**src/rtl/div_ctrl_pkg.sv**
```systemverilog
// Shared FSM encoding, default sizes and arithmetic helpers for the divider sharing controller.
package div_ctrl_pkg;

    localparam int unsigned W_DEF       = 8;
    localparam int unsigned NREQ_DEF    = 4;
    localparam int unsigned DIV_LAT_DEF = 10;

    typedef logic [1:0] state_t;

    localparam state_t ST_IDLE   = 2'd0;
    localparam state_t ST_LAUNCH = 2'd1;
    localparam state_t ST_WAIT   = 2'd2;
    localparam state_t ST_RESP   = 2'd3;

    // All-ones quotient reported for a zero divisor, right-aligned to width w (1..32).
    function automatic logic [31:0] dz_quot(input int unsigned w);
        return 32'hFFFF_FFFF >> (32 - w);
    endfunction

    function automatic logic [31:0] negate(input logic [31:0] v);
        return ~v + 32'd1;
    endfunction

    // Caller passes the operand's own sign bit, so this works for any width up to 32.
    function automatic logic [31:0] abs_val(input logic [31:0] v, input logic neg);
        return neg ? negate(v) : v;
    endfunction

endpackage

```
**src/rtl/rr_arbiter.sv**
```systemverilog
// Combinational round-robin arbiter: first asserted request at or after ptr wins.
module rr_arbiter #(
    parameter int unsigned NREQ = 4,
    localparam int unsigned IW  = (NREQ > 1) ? $clog2(NREQ) : 1
) (
    input  logic [NREQ-1:0] req,
    input  logic [IW-1:0]   ptr,
    output logic [NREQ-1:0] grant,
    output logic [IW-1:0]   idx,
    output logic            any
);

    always_comb begin
        int unsigned j;
        grant = '0;
        idx   = '0;
        any   = 1'b0;
        j     = 0;
        for (int unsigned k = 0; k < NREQ; k++) begin
            j = (32'(ptr) + k) % NREQ;
            if (!any && req[j[IW-1:0]]) begin
                any               = 1'b1;
                grant[j[IW-1:0]]  = 1'b1;
                idx               = j[IW-1:0];
            end
        end
    end

endmodule

```
**src/rtl/div_share_ctrl.sv**
```systemverilog
// Shares one iterative divider among NREQ requesters with round-robin arbitration.
// Define SIGNED_DIV_EN for two's complement operands (magnitudes to divider, signs fixed on return).
module div_share_ctrl
    import div_ctrl_pkg::*;
#(
    parameter int unsigned NREQ    = NREQ_DEF,
    parameter int unsigned W       = W_DEF,
    parameter int unsigned DIV_LAT = DIV_LAT_DEF,
    localparam int unsigned IW     = (NREQ > 1) ? $clog2(NREQ) : 1
) (
    input  logic                clk,
    input  logic                rst,
    input  logic [NREQ-1:0]     req_valid,
    output logic [NREQ-1:0]     req_ready,
    input  logic [NREQ*W-1:0]   req_dividend,
    input  logic [NREQ*W-1:0]   req_divisor,
    output logic                rsp_valid,
    input  logic                rsp_ready,
    output logic [IW-1:0]       rsp_id,
    output logic [W-1:0]        rsp_q,
    output logic [W-1:0]        rsp_r,
    output logic                rsp_dz,
    output logic                div_start,
    output logic [W-1:0]        div_D,
    output logic [W-1:0]        div_d,
    input  logic [W-1:0]        div_q,
    input  logic [W-1:0]        div_r,
    input  logic                div_done
);

    localparam int unsigned CW = $clog2(DIV_LAT + 1);

    state_t          state_q, state_d;
    logic [IW-1:0]   ptr_q, ptr_d;
    logic [CW-1:0]   cnt_q, cnt_d;
    logic [IW-1:0]   id_q, id_d;
    logic [W-1:0]    op_D_q, op_D_d;
    logic [W-1:0]    op_d_q, op_d_d;
    logic [W-1:0]    res_q_q, res_q_d;
    logic [W-1:0]    res_r_q, res_r_d;
    logic            res_dz_q, res_dz_d;

    logic [NREQ-1:0] grant;
    logic [IW-1:0]   idx;
    logic            any;
    logic [W-1:0]    sel_D, sel_d, mag_D, mag_d, fix_q, fix_r;

    // Completion is timed by the wait counter; the divider's sticky done is not trusted.
    logic unused_div_done;
    assign unused_div_done = div_done;

    rr_arbiter #(
        .NREQ (NREQ)
    ) u_arb (
        .req   (req_valid),
        .ptr   (ptr_q),
        .grant (grant),
        .idx   (idx),
        .any   (any)
    );

    assign sel_D = req_dividend[idx*W +: W];
    assign sel_d = req_divisor[idx*W +: W];

`ifdef SIGNED_DIV_EN
    logic neg_q_q, neg_q_d;
    logic neg_r_q, neg_r_d;

    // |-2^(W-1)| is 2^(W-1), which still fits W bits as an unsigned magnitude.
    assign mag_D = W'(abs_val(32'(sel_D), sel_D[W-1]));
    assign mag_d = W'(abs_val(32'(sel_d), sel_d[W-1]));
    assign fix_q = neg_q_q ? W'(negate(32'(div_q))) : div_q;
    assign fix_r = neg_r_q ? W'(negate(32'(div_r))) : div_r;

    always_comb begin
        neg_q_d = neg_q_q;
        neg_r_d = neg_r_q;
        if (state_q == ST_IDLE && any) begin
            neg_q_d = sel_D[W-1] ^ sel_d[W-1];
            neg_r_d = sel_D[W-1];
        end
    end

    always_ff @(posedge clk) begin
        if (rst) begin
            neg_q_q <= 1'b0;
            neg_r_q <= 1'b0;
        end else begin
            neg_q_q <= neg_q_d;
            neg_r_q <= neg_r_d;
        end
    end
`else
    assign mag_D = sel_D;
    assign mag_d = sel_d;
    assign fix_q = div_q;
    assign fix_r = div_r;
`endif

    always_comb begin
        state_d  = state_q;
        ptr_d    = ptr_q;
        cnt_d    = cnt_q;
        id_d     = id_q;
        op_D_d   = op_D_q;
        op_d_d   = op_d_q;
        res_q_d  = res_q_q;
        res_r_d  = res_r_q;
        res_dz_d = res_dz_q;
        unique case (state_q)
            ST_IDLE: begin
                if (any) begin
                    ptr_d  = (idx == IW'(NREQ - 1)) ? '0 : idx + 1'b1;
                    id_d   = idx;
                    op_D_d = mag_D;
                    op_d_d = mag_d;
                    if (sel_d == '0) begin
                        // Zero divisor bypasses the divider entirely.
                        res_q_d  = W'(dz_quot(W));
                        res_r_d  = sel_D;
                        res_dz_d = 1'b1;
                        state_d  = ST_RESP;
                    end else begin
                        state_d = ST_LAUNCH;
                    end
                end
            end
            ST_LAUNCH: begin
                cnt_d   = '0;
                state_d = ST_WAIT;
            end
            ST_WAIT: begin
                if (cnt_q == CW'(DIV_LAT - 1)) begin
                    res_q_d  = fix_q;
                    res_r_d  = fix_r;
                    res_dz_d = 1'b0;
                    state_d  = ST_RESP;
                end else begin
                    cnt_d = cnt_q + 1'b1;
                end
            end
            ST_RESP: begin
                if (rsp_ready) begin
                    state_d = ST_IDLE;
                end
            end
            default: state_d = ST_IDLE;
        endcase
    end

    always_ff @(posedge clk) begin
        if (rst) begin
            state_q  <= ST_IDLE;
            ptr_q    <= '0;
            cnt_q    <= '0;
            id_q     <= '0;
            op_D_q   <= '0;
            op_d_q   <= '0;
            res_q_q  <= '0;
            res_r_q  <= '0;
            res_dz_q <= 1'b0;
        end else begin
            state_q  <= state_d;
            ptr_q    <= ptr_d;
            cnt_q    <= cnt_d;
            id_q     <= id_d;
            op_D_q   <= op_D_d;
            op_d_q   <= op_d_d;
            res_q_q  <= res_q_d;
            res_r_q  <= res_r_d;
            res_dz_q <= res_dz_d;
        end
    end

    assign req_ready = (state_q == ST_IDLE && !rst) ? grant : '0;
    assign div_start = (state_q == ST_LAUNCH);
    assign rsp_valid = (state_q == ST_RESP);
    assign rsp_id    = id_q;
    assign rsp_q     = res_q_q;
    assign rsp_r     = res_r_q;
    assign rsp_dz    = res_dz_q;
    assign div_D     = op_D_q;
    assign div_d     = op_d_q;

endmodule

```
**config.mk**
```make
export PLATFORM = sky130hd
export DESIGN_NAME = div_share_ctrl
export DESIGN_NICKNAME = d
export VERILOG_FILES = /design/src/rtl/div_ctrl_pkg.sv /design/src/rtl/rr_arbiter.sv /design/src/rtl/div_share_ctrl.sv
export SDC_FILE = /design/constraint.sdc
export NUM_CORES = 1
export LEC_CHECK = 0
export ABC_AREA = 1
export BUFFER_PORTS_ARGS = -buffer_cell sky130_fd_sc_hd__buf_2
export CAP_MARGIN = 20
export CORE_MARGIN = 2
export CORE_UTILIZATION = 44
export CTS_CLUSTER_DIAMETER = 150
export DETAILED_ROUTE_END_ITERATION = 8
export PLACE_DENSITY_LB_ADDON = 0.1
export REMOVE_ABC_BUFFERS = 1
export SLEW_MARGIN = 40
export SYNTH_ARGS = -nofsm -noshare
export SYNTH_HDL_FRONTEND = slang
export SYNTH_SLANG_ARGS = --single-unit
```
**constraint.sdc**
```tcl
create_clock -name clk -period 2.5 [get_ports clk]
set_input_delay 0.5 -clock clk [delete_from_list [all_inputs] [get_ports clk]]
set_output_delay 0.5 -clock clk [all_outputs]
set_load 0.02 [all_outputs]
```
# Yosys cells after proc, flatten, opt, wreduce, memory -nomap -nowiden
# Cells that the tools add are included.
# op_classes
eq_ne,10
n_reduce_logical,20
order_cmp,8
add_sub_neg,5
n_shift,2
bitwise_logic,3
mux,49
# op_table
operator,n
$shiftx 32x6->8,2
$mux 8,6
$pmux 8 s2,2
$mux 4,6
$mux 2,9
$mux 1,15
$lt 2x3->1 const B,4
$or 4x4->4,3
$bmux 1 s2,4
$demux 1 s2,4
$ge 2x1->1 const B,4
$logic_and 1x1->1,8
$logic_not 8->1,1
$ne 2x2->1 const B,4
$pmux 2 s4,1
$pmux 4 s2,1
$eq 2x2->1 const B,3
$add 2x1->2 const B,2
$add 2x2->2 const B,2
$add 4x1->4 const B,1
$eq 4x4->1 const B,1
$logic_not 1->1,4
$reduce_and 2->1,2
$reduce_and 4->1,1
other kinds (6),7
# word_totals
regBits,43
word_cells,106
inputBits,88
output_inout_bits,41

# Depth between registers and ports, before layout
# Gate-level depths: netlist (run 1).
# logic_depth
depth_word,17
ltp_mapped,22
ltp_nobuf,20

# Cells and area by module
# Synthesis (run 1) repeated with hierarchy kept, for this count alone.
# hier_totals
hier_cells,451
hier_area_um2,2895.3
# modules_own_cells
mod,seq_area_each_um2,instances,cells_per_inst,area_each_um2
div_share_ctrl,860.8,1,377,2454.9
rr_arbiter,0.0,1,74,440.4

# Worst setup path after synthesis (run 1)
# No wires, ideal clock.
# synth_timing
path_kind,reg2reg
from,register ptr_q[1]
to,"register res_r_q[6], in the netlist rsp_r[6]"
path_buffers,2
required_ns,2.385
setup_slack_ns,-0.188
arrival_time_ns,2.573
setup_time_ns,0.115
path_stages_with_launch,21
period_less_slack_ns,2.688
path_cell_list,dfxtp_1 inv_2 ha_1 inv_1 nand3_1 nand2_1 nand4_4 nand2_4 nand2_4 buf_6 nand2_1 nand3_1 nand2_1 nand2_1 nor2_2 nand2_2 nand2_8 buf_6 nand3b_1 nand2_1 nor2_1
# synth_between
elab_chain_cells,16
elab_cells_between_ends,34
classes_between,3 x add/sub; 2 x eq/ne; 2 x shift; 19 x mux; 8 x reduce/logical
# synth_lines
item,line,source
start: declaration,div_share_ctrl.sv:34,"logic [IW-1:0] ptr_q, ptr_d;"
start signal: assignment,div_share_ctrl.sv:164,ptr_q <= ptr_d;
branches (longest 16 deep; another with $add 2x1->2),-,
end signal: assignment,div_share_ctrl.sv:170,res_r_q <= res_r_d;
end: declaration,div_share_ctrl.sv:40,"logic [W-1:0] res_r_q, res_r_d;"
# Parallel ways; which one is timed is not known. The select of a mux whose other input is x is not followed.
# A chain may end at the register's enable or synchronous reset.

# Worst setup path after layout (run 1)
# layout_timing
from,register ptr_q[0]
to,"register res_r_q[6], in the netlist rsp_r[6]"
# The elaborated chain is that of the path after synthesis.

==> metrics.cfg, run 1 <==
[status]
status=finished, violations left
violations=setup timing

[grt]
grt_max_degree=34
grt_overflow=0
antenna_found_initial=0
grt_pass1_wl_mm=13.3
grt_usage_pct=21.5
grt_pass1_vias=3082

[critical_path]
timing.rr.end=rsp_r[6]
worst_ep_arrival_time_ns=2.75
crit_fanout=8
startpoint=ptr_q[0]
worstPathRequired_ns=2.70
cp-endpoint=rsp_r[6]
reg2reg_from=ptr_q[0]
reg2reg_depth=19
end_kind=flip-flop
reg2reg_setup_slack_ns=-0.05
crit_type=flip-flop to flip-flop
crit_path_start_kind=flip-flop

[floorplan]
core.rowCount=30
die_w_um=88.0
ios=129
initial_utilization_pct=45.7
core-area_sq_mm=0.00679
dieArea_sq_mm=0.00774
die_h_um=88.0

[placed_design]
numPortBuffers=127
dp_cells=704
place_area_sq_mm=0.00404
dp_hpwl_mm=6.54
pre_cts_ws_ns=-0.226
gp_congestion=0.809

[power]
p_sw_mw=3.43
powerDensity_mw_per_mm2=1570
swShare_pct=49.6
leakage_nw=2.38
p_clk_share_pct=8.1
total_power_mw=6.91
intPower_mw=3.48
ir_drop_mv=0.872
share_comb_of_total_power_pct=76.7
seqPwrFrac_pct=15.2

[cells_and_area]
drive_above_1_share_pct=37.3
final_nets=728
area_growth_pct=42.2
antennaDiodeCount=0
final_cell_mix=nand2_1, buf_2, nand3_1
fin_area_sq_mm=0.00441
layout_commonest_cell=nand2_1
layoutNonFillerInstCount=723

[clock_tree]
cts_sinks=43
clk_pin_slew_worst_paths_ns=0.09
cts_buffer_depth=2
root_buffer=clkbuf_8
htreeDepth=2
clk_latency_ns=0.30
cts-buffers-inserted=5
cts_tree=yes
cts_hold_buffers=0

[synthesis]
synth_flop_cell=dfxtp_1
synth-edff-count=0
synth_compound_area_share_pct=12.5
synth_top_family_by_area=simple AND/OR/NAND/NOR gates
ys_types=38
synth_top_area_share_pct=27.7
synthArstFlopShare_pct=0
muxShareOfSynthArea_pct=0
seq_area_frac_synth_pct=27.7
yosys.area_share.simple_pct=43.3
synth_top_area_cell=dfxtp_1
synth_area_leaders=dfxtp_1, nand2_1, nand3_1
syn_area_per_cell_sq_um=6.64
synth_area_sq_mm=0.00310
synth_xor_area_share_pct=0.282
synthCells=467
ys_warn_count=0
ys_seq_elements=43
synth_fa_ha_area_share_pct=5.65

[route]
routed_wl_mm=8.70
first_pass_iters=4
drc_errors=0
final_antenna_net_count=0
drt_iter0_drc=112
viasPerCell=4.83
wl_per_cell_um=12.0
vias=3489

[timing]
maxSlewHeadroom_pct=58.3
period_minus_slack_ns=2.55
whs_ns=0.423
hold_viol_final=0
fmax_mhz=392
skew_ns=0.00938
setup_viol=18
tightest_slew_ns=0.625
post-route-period-util_pct=102
slew_violations=0
worst_slack_ns=-0.0538
grt_setup_unrepaired=true

[min_path]
hold_path.class=input pin to flip-flop

[flow_run]
max_cap_violations=0

==> cell families (layout without fill, tap and decap cells) <==
logic type                 count (synthesis)  in the layout
AOI/OAI and AO/OA                         60             60
xor gates and xnor gates                   1              1
adders and majority gates                 14             14
buffers and inverters                     72            231
DFF                                       43             43
and+or+nand+nor                          277            278
==> worst min-delay path by stage <==
stage	from	endpoint	slack (ns)	depth (start not counted)
5_1_grt	div_q[3]	rsp_q[3]	0.43	3
4_1_cts	div_q[5]	rsp_q[5]	0.42	3
2_1_floorplan	cnt_q[1]	cnt_q[1]	0.46	2
3_5_place_dp	rsp_r[4]	rsp_r[4]	0.47	2
6_report	div_q[5]	rsp_q[5]	0.42	3
3_3_place_gp	rsp_r[5]	rsp_r[5]	0.46	2
==> synthesized netlist by cell type (2+ instances only) <==
library cell and instances:
nand2_1 150, o21ai_0 4, nand3_2 4, nor2_4 2, clkbuf_1 10, a211oi_1 2
nor2_2 3, buf_6 5, nand3b_1 8, buf_4 2, buf_2 3, a221o_1 3
ha_1 14, a21oi_2 2, nand2_4 9, o211ai_1 16, nand2_2 5, nor2_1 32
nand3_4 2, dfxtp_1 43, or2_2 2, a21oi_1 19, nor3_1 2, o21ai_1 8
nand3_1 54, o22ai_1 4, inv_1 46, inv_2 3
==> power by group through the flow <==
stage | Clock (mW) | Sequential [mW] | Combinational, mW
after CTS | 0.571 | 1.05 | 4.96
final | 0.558 | 1.05 | 5.30
after floorplan | 0 | 1.31 | 2.85
after global placement | 0 | 1.05 | 4.67
after detailed placement | 0 | 1.06 | 4.77
after global routing | 0.594 | 1.08 | 5.91
==> state kept, by name, summed over array words and instances, names as in the netlist <==
name,cells
rsp_dz,1
rsp_id,2
cnt_q,4
rsp_q,8
ptr_q,2
state_q,2
div_d,8
rsp_r,8
div_D,8
==> metrics by stage <==
stage | TNS, ns | utilization [%]
5_1_grt | -3.83 | 64.9
3_3_place_gp | -2.71 | 59.3
4_1_cts | -0.0647 | 62.4
3_5_place_dp | -3.59 | 59.4
2_1_floorplan | -8.16 | -
6_report | -0.436 | 64.9
==> worst max-delay path: stages (launching register included) <==
cell and delay, ns:
dfxtp_4 0.39, inv_6 0.04, ha_4 0.28, inv_2 0.04, nand3_2 0.08, nand2_4 0.11
a21oi_4 0.16, nand2_4 0.12, buf_12 0.16, nand3_1 0.07, nand3_1 0.08, nand2_1 0.10
nand2_1 0.07, nor2_2 0.13, nand2_2 0.12, nand2_8 0.14, buf_6 0.13, nand3b_1 0.07
nand2_1 0.09, nor2_1 0.04
==> layout make-up <==
| cell class | instances | area [sq um] |
|---|---|---|
| sequential | 43 | 866 |
| inverter | 52 | 205 |
| timing repair buffer | 171 | 1080 |
| fill | 620 | 2380 |
| clock buffer | 5 | 68.8 |
| multi-input combinational | 353 | 2030 |
| clock inverter | 3 | 43.8 |
| tap | 96 | 120 |
==> per-layer routing <==
layer | track usage (%) | part of all wire, % | up-vias
met1 | 26.9 | 44 | 1529
li1 | - | - | 1840
met4 | 5.87 | 1.3 | 0
met5 | 0 | 0 | -
met3 | 3.49 | 5.7 | 11
met2 | 37.9 | 49 | 109
==> repair_timing <==
item	CTS	global route
gates resized for setup	22	18
gates cloned	0	2
setup endpoints to repair	25	23
pin swaps	8	14
buffers inserted	1	8
No activity file was read; power rests on OpenSTA's default activity.
==> run 2: changes to the inputs <==
--- a/config.mk
+++ b/config.mk
@@ -8,6 +8,7 @@
 export ABC_AREA = 1
 export BUFFER_PORTS_ARGS = -buffer_cell sky130_fd_sc_hd__buf_2
 export CAP_MARGIN = 20
+export CORE_ASPECT_RATIO = 1.5
 export CORE_MARGIN = 2
 export CORE_UTILIZATION = 44
 export CTS_CLUSTER_DIAMETER = 150
==> metrics.cfg, run 2 (synthesized netlist as in run 1, its figures left out) <==
[power]
share_comb_of_total_power_pct=78.0  ; was 76.7%
seqPwrFrac_pct=13.7  ; was 15.2%
p_clk_share_pct=8.4  ; was 8.1%
swShare_pct=49.3  ; was 49.6%
intPower_mw=3.92  ; was 3.48 mW
leakage_nw=2.47  ; was 2.38 nW
powerDensity_mw_per_mm2=1650  ; was 1570 mW/mm^2
p_sw_mw=3.82  ; was 3.43 mW
ir_drop_mv=1.08  ; was 0.872 mV

[critical_path]
reg2reg_setup_slack_ns=-0.08  ; was -0.05 ns
crit_path_start_kind=flip-flop  ; unchanged
worstPathRequired_ns=2.70  ; about the same
cp-endpoint=rsp_q[0]  ; was rsp_r[6]
end_kind=flip-flop  ; unchanged
startpoint=ptr_q[0]  ; unchanged
reg2reg_from=ptr_q[0]  ; unchanged
crit_fanout=8  ; unchanged
reg2reg_depth=18  ; was 19
worst_ep_arrival_time_ns=2.78  ; was 2.75 ns
timing.rr.end=rsp_q[0]  ; was rsp_r[6]
crit_type=flip-flop to flip-flop  ; unchanged

[placed_design]
dp_hpwl_mm=6.65  ; was 6.54 mm
gp_congestion=0.877  ; was 0.809
numPortBuffers=127  ; unchanged

[timing]
tns_ns=-1.14  ; was -0.436 ns
post-route-period-util_pct=103  ; was 102%
worst_slack_ns=-0.0850  ; was -0.0538 ns
hold_viol_final=0  ; unchanged
maxSlewHeadroom_pct=59.0  ; was 58.3%
setup_viol=18  ; unchanged
fmax_mhz=387  ; was 392 MHz
tightest_slew_ns=0.613  ; was 0.625 ns
skew_ns=0.00463  ; was 0.00938 ns
grt_setup_unrepaired=true  ; unchanged
slew_violations=0  ; unchanged
period_minus_slack_ns=2.58  ; was 2.55 ns

[route]
viasPerCell=5.09  ; was 4.83
routed_wl_mm=9.57  ; was 8.70 mm
vias=3627  ; was 3489
first_pass_iters=4  ; unchanged
final_antenna_net_count=0  ; unchanged
wl_per_cell_um=13.4  ; was 12.0 um
drc_errors=0  ; unchanged
drt_iter0_drc=109  ; was 112

[status]
violations=setup timing  ; unchanged
status=finished, violations left  ; unchanged

[grt]
grt_usage_pct=22.1  ; was 21.5%
grt_pass1_vias=3138  ; was 3082
grt_overflow=0  ; unchanged
grt_pass1_wl_mm=13.7  ; was 13.3 mm
antenna_found_initial=0  ; unchanged
grt_max_degree=27  ; was 34

[floorplan]
ios=129  ; unchanged
initial_utilization_pct=45.3  ; was 45.7%
die_h_um=107  ; was 88.0 um
dieArea_sq_mm=0.00775  ; was 0.00774 sq mm
core-area_sq_mm=0.00685  ; was 0.00679 sq mm
die_w_um=72.6  ; was 88.0 um
core.rowCount=37  ; was 30

[clock_tree]
cts-buffers-inserted=5  ; unchanged
cts_sinks=43  ; unchanged
cts_tree=yes  ; unchanged
clk_latency_ns=0.30  ; about the same
cts_hold_buffers=0  ; unchanged
cts_buffer_depth=2  ; unchanged
root_buffer=clkbuf_8  ; unchanged
htreeDepth=2  ; unchanged
clk_pin_slew_worst_paths_ns=0.09  ; about the same

[min_path]
hold_path.class=input pin to flip-flop  ; unchanged

[cells_and_area]
final_cell_mix=nand2_1, buf_2, inv_1  ; was nand2_1, buf_2, nand3_1
area_growth_pct=51.5  ; was 42.2%
antennaDiodeCount=0  ; unchanged
drive_above_1_share_pct=43.1  ; was 37.3%
layout_commonest_cell=nand2_1  ; unchanged
final_util_pct=68.6  ; was 64.9%
final_nets=735  ; was 728

[flow_run]
max_cap_violations=0  ; unchanged

## run 2: cell types whose count changed in the layout (fill, tap and decap cells not counted), sizes merged
cell | before | now
buf | 170 | 175
clkbuf | 6 | 7
clkinv | 3 | 1
nand2 | 165 | 166
bufinv | 1 | 2
a21oi | 22 | 23
## run 2: through the flow
step	instances	hold slack, ns	setup WS [ns]	instance area, sq um	power (mW)
2_1_floorplan	447	0.463	-0.376	2980	4.16
5_1_grt	712	0.433	-0.226	4700	8.36
6_report	712	0.419	-0.0850	4700	7.74
3_3_place_gp	686	0.458	-0.173	4030	5.79
4_1_cts	701	0.420	-0.0147	4330	6.81
3_5_place_dp	686	0.465	-0.179	4040	5.91
## run 2: critical path: stages, from the launching register on
cell and delay [ns]:
dfxtp_4 0.39, inv_6 0.04, ha_4 0.30, nand3_4 0.11, nand2_8 0.13, nor2_4 0.06, nor2_4 0.16, nand2_8 0.11
clkbuf_16 0.19, nand3_2 0.06, nand3_2 0.07, nand2_2 0.09, nand2_2 0.06, nor2_2 0.11, nand2_2 0.12, nand2_8 0.14
nand3_2 0.14, nor2_1 0.13, nor2_1 0.05
## run 2: worst min path at each step
stage                   from  cells past startpoint        to
global placement    rsp_r[4]                      2  rsp_r[4]
floorplan           cnt_q[1]                      2  cnt_q[1]
detailed placement  rsp_r[4]                      2  rsp_r[4]
CTS                 div_q[4]                      3  rsp_q[4]
finish              div_q[7]                      3  rsp_q[7]
global route        div_q[1]                      3  rsp_q[1]
## run 2: area by class of cell
class | count | area (sq um)
fillers | 606 | 2150
well taps | 78 | 97.6
inverters | 52 | 208
clock buffers | 6 | 72.6
repair buffers | 176 | 1150
multi-input cells | 355 | 2240
clock inverters | 2 | 60.1
flip-flops and latches | 43 | 866
## run 2: power groups by stage
stage	Combinational [mW]	Sequential [mW]	Clock, mW
after floorplan	2.85	1.31	0
after global placement	4.73	1.06	0
after detailed placement	4.84	1.06	0
after CTS	5.10	1.06	0.652
after global routing	6.60	1.08	0.676
final	6.04	1.06	0.648
## run 2: what timing repair did
action,4_1_cts,5_1_grt
endpoints found under the setup margin,23,23
gates resized for setup,24,58
pin swaps,10,41
gates cloned,1,3
setup buffers,6,8
## run 2: layer usage
layer / up-vias / track usage (%) / share of wire (%)
li1: 1847 / - / -
met1: 1660 / 25.1 / 40
met2: 106 / 40.6 / 54
met3: 14 / 3.57 / 4.2
met4: 0 / 7.14 / 1.9
met5: - / 0 / 0
==> run 3: changes to the inputs <==
--- a/config.mk
+++ b/config.mk
@@ -19,3 +19,4 @@
 export SYNTH_ARGS = -nofsm -noshare
 export SYNTH_HDL_FRONTEND = slang
 export SYNTH_SLANG_ARGS = --single-unit
+export TNS_END_PERCENT = 20
==> metrics.cfg, run 3 (synthesized netlist as in run 1, its figures left out) <==
[power]
p_clk_share_pct=8.4  ; about the same
seqPwrFrac_pct=13.9  ; was 13.7%
total_power_mw=7.61  ; was 7.74 mW
intPower_mw=3.87  ; was 3.92 mW
swShare_pct=49.2  ; was 49.3%
share_comb_of_total_power_pct=77.7  ; was 78.0%
p_sw_mw=3.74  ; was 3.82 mW
leakage_nw=2.46  ; was 2.47 nW
powerDensity_mw_per_mm2=1640  ; was 1650 mW/mm^2
ir_drop_mv=1.08  ; about the same

[critical_path]
crit_buf_inv=2  ; unchanged
cpLargestDelayFamily=simple AND/OR/NAND/NOR gates  ; unchanged
slowest_stage=dfxtp_4  ; unchanged
reg2reg_from=ptr_q[0]  ; unchanged
end_kind=flip-flop  ; unchanged
path_depth=18  ; unchanged
startpoint=ptr_q[0]  ; unchanged
crit_fanout=8  ; unchanged
worstPathRequired_ns=2.69  ; was 2.70 ns
worst_ep_arrival_time_ns=2.79  ; was 2.78 ns
crit_type=flip-flop to flip-flop  ; unchanged
slowest_delay_ns=0.39  ; about the same
crit_path_start_kind=flip-flop  ; unchanged
reg2reg_depth=18  ; unchanged
critical_path.cell_chain=inv_6 -> ha_4 -> nand3_4 -> nand2_8 -> nor2_4 -> nor2_4 -> nand2_8 -> clkbuf_16 -> nand3_4 -> nand3_1 -> nand2_2 -> nand2_2 -> nor2_2 -> nand2_2 -> nand2_8 -> nand3_2 -> nor2_1 -> nor2_1  ; was inv_6 -> ha_4 -> nand3_4 -> nand2_8 -> nor2_4 -> nor2_4 -> nand2_8 -> clkbuf_16 -> nand3_2 -> nand3_2 -> nand2_2 -> nand2_2 -> nor2_2 -> nand2_2 -> nand2_8 -> nand3_2 -> nor2_1 -> nor2_1

[cells_and_area]
fin_area_sq_mm=0.00464  ; was 0.00470 sq mm
drive_above_1_share_pct=41.9  ; was 43.1%
final_util_pct=67.8  ; was 68.6%
fillers=612  ; was 606
multi_input_area_sq_mm=0.00219  ; was 0.00224 sq mm
final_nets=734  ; was 735
layout_commonest_cell=nand2_1  ; unchanged
antennaDiodeCount=0  ; unchanged
final-seq-area_sq_um=866  ; unchanged
final_cell_mix=nand2_1, buf_2, inv_1  ; unchanged
area_growth_pct=49.6  ; was 51.5%

[route]
drc_errors=0  ; unchanged
routed_wl_mm=9.37  ; was 9.57 mm
vias=3633  ; was 3627
wl_per_cell_um=13.2  ; was 13.4 um
first_pass_iters=4  ; unchanged
final_antenna_net_count=0  ; unchanged
drt_iter0_drc=129  ; was 109
viasPerCell=5.11  ; was 5.09

[status]
status=finished, violations left  ; unchanged
violations=setup timing  ; unchanged

[clock_tree]
clk_latency_ns=0.29  ; was 0.30 ns
cts-buffers-inserted=5  ; unchanged
cts_sinks=43  ; unchanged
cts_buffer_depth=2  ; unchanged
htreeDepth=2  ; unchanged
root_buffer=clkbuf_8  ; unchanged
cts_tree=yes  ; unchanged
clk_pin_slew_worst_paths_ns=0.08  ; was 0.09 ns
cts_hold_buffers=0  ; unchanged

[floorplan]
core.rowCount=37  ; unchanged
dieArea_sq_mm=0.00775  ; unchanged
core-area_sq_mm=0.00685  ; unchanged
ios=129  ; unchanged
initial_utilization_pct=45.3  ; unchanged
die_h_um=107  ; unchanged
die_w_um=72.6  ; unchanged

[grt]
grt_usage_pct=22.1  ; unchanged
antenna_found_initial=0  ; unchanged
grt_overflow=0  ; unchanged
grt_pass1_wl_mm=13.7  ; unchanged
grt_pass1_vias=3141  ; was 3138
grt_max_degree=27  ; unchanged

[timing]
period_minus_slack_ns=2.60  ; was 2.58 ns
slew_violations=0  ; unchanged
grt_setup_unrepaired=true  ; unchanged
worst_slack_ns=-0.0975  ; was -0.0850 ns
fmax_mhz=385  ; was 387 MHz
maxSlewHeadroom_pct=59.0  ; about the same
tightest_slew_ns=0.614  ; was 0.613 ns
hold_viol_final=0  ; unchanged
skew_ns=0.00443  ; was 0.00463 ns
post-route-period-util_pct=104  ; was 103%
setup_viol=18  ; unchanged

[placed_design]
numPortBuffers=127  ; unchanged
gp_congestion=0.877  ; unchanged
place_area_sq_mm=0.00404  ; unchanged
dp_hpwl_mm=6.65  ; unchanged

[min_path]
worstHoldStart=div_q[4]  ; was div_q[7]
hold_path.class=input pin to flip-flop  ; unchanged
hold_depth=3  ; unchanged

[flow_run]
max_cap_violations=0  ; unchanged

-- run 3: power groups by stage --
stage	logic (mW)	registers [mW]	clock network, mW
finish	5.91	1.06	0.642
global route	6.50	1.08	0.676
CTS	5.10	1.06	0.652
detailed placement	4.84	1.06	0
global placement	4.73	1.06	0
floorplan	2.85	1.31	0
-- run 3: repair_timing --
item                                   4_1_cts  5_1_grt
buffers inserted                             6        7
pin swaps                                   11       37
resized for setup                           24       48
gates cloned                                 1        3
endpoints found under the hold margin        0        0
setup endpoints to repair                   23       23
-- run 3: routing by layer --
layer	GRT usage [%]	wire length, um
met1	25.1	3650
met3	3.57	447
met2	40.6	5080
met5	0	0
met4	7.14	194
-- run 3: cell type report --
type | count | area share, %
multi-input cells | 355 | 47.3
repair buffers | 175 | 24.6
flip-flops and latches | 43 | 18.7
inverters | 52 | 4.47
well taps | 78 | 2.10
clock buffers | 6 | 1.56
clock inverters | 2 | 1.29
-- run 3: path summary, 6_finish.rpt --
kind,endpoint,slack (ns)
min reg2reg,rsp_r[6],0.48
max reg2reg,rsp_q[0],-0.1
max,rsp_q[0],-0.1
min,rsp_q[4],0.43
-- run 3: per-stage QoR --
| stage | std cells | hold WS [ns] | setup WS [ns] | TNS, ns |
|---|---|---|---|---|
| floorplan | 447 | 0.463 | -0.376 | -8.16 |
| global placement | 686 | 0.458 | -0.173 | -2.41 |
| detailed placement | 686 | 0.465 | -0.179 | -2.71 |
| CTS | 701 | 0.420 | -0.0140 | -0.0768 |
| global route | 711 | 0.433 | -0.251 | -4.16 |
| finish | 711 | 0.426 | -0.0975 | -1.30 |
-- run 3: worst reg2reg max path, cell delays in order, from the launching register on --
cell,delay [ns]
dfxtp_4,0.39
inv_6,0.04
ha_4,0.30
nand3_4,0.12
nand2_8,0.14
nor2_4,0.06
nor2_4,0.16
nand2_8,0.12
clkbuf_16,0.20
nand3_4,0.05
nand3_1,0.09
nand2_2,0.09
nand2_2,0.06
nor2_2,0.11
nand2_2,0.12
nand2_8,0.14
nand3_2,0.14
nor2_1,0.13
nor2_1,0.05
